## src/rtl/burst_write_ram_pkg.sv

```systemverilog
// Shared definitions for the burst write RAM: FSM state encoding and default sizes.
package burst_write_ram_pkg;

   localparam int unsigned DEF_AW = 4;   // address width, depth 2**DEF_AW
   localparam int unsigned DEF_DW = 8;   // data word width

   typedef enum logic [1:0] {
      ST_IDLE  = 2'd0,
      ST_WRITE = 2'd1,
      ST_DONE  = 2'd2
   } state_t;

endpackage

```

## src/rtl/burst_write_ram_ram.sv

```systemverilog
// sp_sync_ram: storage array with one synchronous write port and one
// synchronous read port, each with its own enable. Contents are never reset.
// Ports:
//   clk     - clock, all activity on rising edge
//   we/wa/wd - write enable, write address, write data
//   re/ra    - read enable, read address
//   rd       - registered read data, holds when re=0
module sp_sync_ram
   import burst_write_ram_pkg::*;
#(
   parameter int unsigned AW = DEF_AW,
   parameter int unsigned DW = DEF_DW
) (
   input  logic          clk,
   input  logic          we,
   input  logic [AW-1:0] wa,
   input  logic [DW-1:0] wd,
   input  logic          re,
   input  logic [AW-1:0] ra,
   output logic [DW-1:0] rd
);

   localparam int unsigned DEPTH = 1 << AW;

   logic [DW-1:0] mem [DEPTH];

   // Write and read ports; no reset so the array maps onto a plain RAM macro.
   always_ff @(posedge clk) begin
      if (we) begin
         mem[wa] <= wd;
      end
      if (re) begin
         rd <= mem[ra];
      end
   end

endmodule

```

## src/rtl/burst_write_ram.sv

```systemverilog
// burst_write_ram: accepts a burst of len words via a valid/ready write
// stream and stores them at consecutive (wrapping) addresses; reads are
// served only while no burst is in progress.
// Ports:
//   clk, rst          - clock, synchronous active-high reset
//   start, start_ad, len - burst request, first address, word count (0..2**AW)
//   wr_valid, wr_data - producer word stream
//   wr_ready          - word accepted this cycle when wr_valid is high
//   busy              - burst in progress (WRITE or DONE)
//   done              - one-cycle completion pulse
//   ad_rd, data_out   - read address, registered read data (one-cycle latency)
module burst_write_ram
   import burst_write_ram_pkg::*;
#(
   parameter int unsigned AW = DEF_AW,
   parameter int unsigned DW = DEF_DW
) (
   input  logic          clk,
   input  logic          rst,
   input  logic          start,
   input  logic [AW-1:0] start_ad,
   input  logic [AW:0]   len,
   input  logic          wr_valid,
   input  logic [DW-1:0] wr_data,
   output logic          wr_ready,
   output logic          busy,
   output logic          done,
   input  logic [AW-1:0] ad_rd,
   output logic [DW-1:0] data_out
);

   localparam int unsigned CW = AW + 1;

   state_t        state_q;
   state_t        state_nx;
   logic [AW-1:0] ptr_q;
   logic [CW-1:0] cnt_q;
   logic          accept;
   logic          rd_vld_q;
   logic [DW-1:0] ram_rd;

   assign accept = wr_valid & wr_ready;

   // State register
   always_ff @(posedge clk) begin
      if (rst) begin
         state_q <= ST_IDLE;
      end else begin
         state_q <= state_nx;
      end
   end

   // Next-state logic
   always_comb begin
      state_nx = state_q;
      case (state_q)
         ST_IDLE: begin
            if (start) begin
               state_nx = (len == '0) ? ST_DONE : ST_WRITE;
            end
         end
         ST_WRITE: begin
            if (accept && (cnt_q == CW'(1))) begin
               state_nx = ST_DONE;
            end
         end
         ST_DONE:  state_nx = ST_IDLE;
         default:  state_nx = ST_IDLE;
      endcase
   end

   // Outputs decoded from state only
   always_comb begin
      wr_ready = 1'b0;
      busy     = 1'b0;
      done     = 1'b0;
      case (state_q)
         ST_WRITE: begin
            wr_ready = 1'b1;
            busy     = 1'b1;
         end
         ST_DONE: begin
            busy = 1'b1;
            done = 1'b1;
         end
         default: ;
      endcase
   end

   // Burst pointer and remaining-word counter
   always_ff @(posedge clk) begin
      if (rst) begin
         ptr_q <= '0;
         cnt_q <= '0;
      end else if ((state_q == ST_IDLE) && start && (len != '0)) begin
         ptr_q <= start_ad;
         cnt_q <= len;
      end else if (accept) begin
         ptr_q <= ptr_q + AW'(1);
         cnt_q <= cnt_q - CW'(1);
      end
   end

   // The RAM read register has no reset; this flag masks it to zero until
   // the first read after reset lands, and freezes along with it while busy.
   always_ff @(posedge clk) begin
      if (rst) begin
         rd_vld_q <= 1'b0;
      end else if (!busy) begin
         rd_vld_q <= 1'b1;
      end
   end

   assign data_out = ram_rd & {DW{rd_vld_q}};

   sp_sync_ram #(
      .AW (AW),
      .DW (DW)
   ) u_ram (
      .clk (clk),
      .we  (accept & ~rst),
      .wa  (ptr_q),
      .wd  (wr_data),
      .re  (~busy),
      .ra  (ad_rd),
      .rd  (ram_rd)
   );

endmodule

```

## config.mk

```make
export PLATFORM = sky130hd
export DESIGN_NAME = burst_write_ram
export DESIGN_NICKNAME = d
export VERILOG_FILES = /design/src/rtl/burst_write_ram_pkg.sv /design/src/rtl/burst_write_ram_ram.sv /design/src/rtl/burst_write_ram.sv
export SDC_FILE = /design/constraint.sdc
export NUM_CORES = 1
export LEC_CHECK = 0
export CORE_AREA = 2 2 100 102
export DETAILED_ROUTE_END_ITERATION = 6
export DIE_AREA = 0 0 102 104
export PLACE_DENSITY = 0.81
export SLEW_MARGIN = 30
export SYNTH_ARGS = -nofsm -noshare
export SYNTH_HDL_FRONTEND = slang
export SYNTH_SLANG_ARGS = --single-unit
```

## constraint.sdc

```tcl
create_clock -name clk -period 5.5 [get_ports clk]
set_input_delay 0.825 -clock clk [delete_from_list [all_inputs] [get_ports clk]]
set_output_delay 0.825 -clock clk [all_outputs]
set_load 0.05 [all_outputs]
```

==> metrics.txt <==
Die Width 102 um; worst min-delay path class flop to flop; Ys Warns 0; layout cells sized above 1 a little under a fifth; via count 3157; Cell Count, Final, Fillers Out ~500; Slew HR 36.1%; Worst R2R Setup Slack 3120 ps; DR WL/cell 23.8 um; CP Capture Type output port; Mapped Cells 323; H-Tree Depth 4; post-synthesis cell type count 34; r2r startpoint state_q[1]$_SDFFE_PP0P_; worst reg2reg path depth 6; Cell Pwr Density 377 nW/um^2; Power Total 2.60 mW; first-pass GRT wire length around 19 mm; hold path start ptr_q[1]$_SDFFE_PP0P_; Worst-Skew Late Latency 530 ps; drt pass-1 iters 5; Seq/Total Area, Yosys approximately three quarters; Root Buffer clkbuf_8; Max VDD drop 0.293 mV; critical path peak fanout 3; Worst Clk Skew 9.21 ps; CTS Buf Count 17; critical path startpoint category flop; Post-synth EDFFs 136; Period minus WS final 2980 ps; async set-reset flop share out of synthesis 0%; CTS tree done; # setup viols final 0; P&R area growth vs syn 16.7%; routed vias/inst 6.20; endpoints failing hold 0; GPL Wtd Cong 0.755; number of I/O pins 36; ant diodes 0; FMAX 335 MHz; Least-Margin Pin Slew roughly 950 ps; Syn Area/Cell 18.3 sq um; final WL 12.1 mm; global route overflow 0; Synth Net Count 357; register bit count reported by yosys roughly 150; largest net degree at the start of global routing 33; Reg2Reg Capture Point u_ram.mem[8][5]$_DFFE_PP_; antenna-violating nets left 0; core box area 9550 sq um; Initial Utilization between 60% and 70%; Tot GR Track Use 24.8%; 1st-iter DRT viols 267; post-route design area 6910 sq um; clock tree buffer depth 2; hold path endpoint ptr_q[1]$_SDFFE_PP0P_; top_reg_cell synth edfxtp_1; cts-stage hold buffer count 0; die height between 100 and 150 um; initial antenna violation count 0; # rows 36; status finished, final reports clean; P_leak 2.24 nW; dpl hpwl 7.51 mm; WP data arrival 2160 ps; area of the die 10600 sq um; vias in the first global route about 3100; Placed Instances 477; synthesized area 5920 sq um; WHS Path Cells 2; RSZ-0062 raised after global routing no; # Max-Cap Violations 0; crit share post-route between 50 and 60%; fin nets 397; setup TNS 0 ps; placed instance area 6370 sq um; critical path type flop to output port; DRC violations left 0; Reg clk slew, reported paths around 60 ps; clock sinks 148; worst path required time ~4700 ps; I/O Buffers 35; Max Slew Vio Count 0; Post-CTS Setup Inserts 0; post_cts resized 0
Yosys cell counts (2+ instances only):
library cell  count  share of area (%)
and2_1           11                1.2
nor2b_1           3               0.32
a211oi_2          2               0.42
xor2_1            2               0.30
xnor2_1           5               0.74
a22oi_1          17                2.2
clkbuf_1          6               0.38
nand3b_1          2               0.25
a21oi_1           2               0.17
edfxtp_1        136                 69
inv_1             8               0.51
nand2b_1          3               0.32
ha_1              9                1.9
nand2_1          20                1.3
nor3_1            5               0.42
buf_1             3               0.19
dfxtp_1          12                4.1
mux4_2           32                 12
o21ai_0           5               0.42
buf_2             5               0.42
a211oi_1          2               0.25
nor2_1           21                1.3
power breakdown:
group          switching [mW]  internal [mW]  total, mW  leakage [nW]
clock network           0.408          0.620       1.03         0.261
logic                   0.173          0.107      0.280         0.642
registers              0.0271           1.27       1.30          1.33
total                   0.608           2.00       2.60          2.24
metrics by stage:
stage	setup WS, ps	hold WS, ps	utilization [%]
2_1_floorplan	3120	477	-
3_3_place_gp	2250	526	66.7
3_5_place_dp	2190	532	66.8
4_1_cts	2510	546	72.2
5_1_grt	2480	589	72.4
6_report	2520	547	72.4
cell families (layout without fill, tap and decap cells):
| kind of cell | count (synthesis) | in the layout | synth area share (%) |
|---|---|---|---|
| AO/OA/AOI/OAI | 34 | 34 | 4.52 |
| XOR/XNOR | 7 | 7 | 1.04 |
| adder cells (fa/ha/maj) | 9 | 9 | 1.90 |
| buffers and inverters | 23 | 76 | 1.69 |
| flip-flops | 148 | 148 | 73.0 |
| multiplexers | 32 | 32 | 12.2 |
| AND/OR/NAND/NOR | 70 | 70 | 5.68 |
final cells by class:
cell class	instances	area, sq um
repair buffers	36	350
multi-input cells	152	1520
clock buffers	26	468
inverters	8	30.0
fillers	576	2640
well taps	133	166
clock inverters	6	55.1
flip-flops and latches	148	4320
registers in the layout (all words and copies together), names as in the netlist:
| name | flops |
|---|---|
| cnt_q | 5 |
| ptr_q | 4 |
| rd_vld_q | 1 |
| state_q | 2 |
| u_ram.mem | 128 |
| u_ram.rd | 8 |
worst max path at each step:
stage / cells past startpoint / end / start / slack [ps]
after global routing: 3 / busy / state_q[0]$_SDFFE_PP0P_ / 2480
after floorplan: 6 / u_ram.mem[3][0]$_DFFE_PP_ / state_q[1]$_SDFFE_PP0P_ / 3120
after CTS: 3 / busy / state_q[0]$_SDFFE_PP0P_ / 2510
after global placement: 5 / u_ram.rd[6]$_DFFE_PN_ / ad_rd[1] / 2250
after detailed placement: 4 / u_ram.mem[2][0]$_DFFE_PP_ / rst / 2190
final: 3 / busy / state_q[0]$_SDFFE_PP0P_ / 2520
critical path, stage by stage (launching register included):
cell	delay [ps]
dfxtp_1	330
inv_1	70
ha_1	370
clkdlybuf4s50_1	850
layer usage:
metal / wire length [um] / share of wire [%] / track usage (%)
met1: 5050 / 42 / 36.0
met2: 5760 / 48 / 35.3
met3: 984 / 8.1 / 7.33
met4: 316 / 2.6 / 11.2
met5: 0 / 0 / 0
placed cells by master, fill, tap and decap left out, types with 2 or more instances in the layout:
cell and instances:
edfxtp_1 136, clkdlybuf4s50_1 33, mux4_2 32, nor2_1 21, nand2_1 20, a22oi_1 17, clkbuf_16 16, dfxtp_1 12
and2_1 11, ha_1 9, inv_1 8, clkbuf_1 7, o21ai_0 5, xnor2_1 5, clkinv_2 5, nor3_2 4
nor2b_1 3, nand2b_1 3, clkbuf_8 3, xor2_1 2, a211oi_2 2, nand3b_1 2, a211oi_1 2, a21oi_1 2
buf_4 2
No activity file was read; power rests on OpenSTA's default activity.
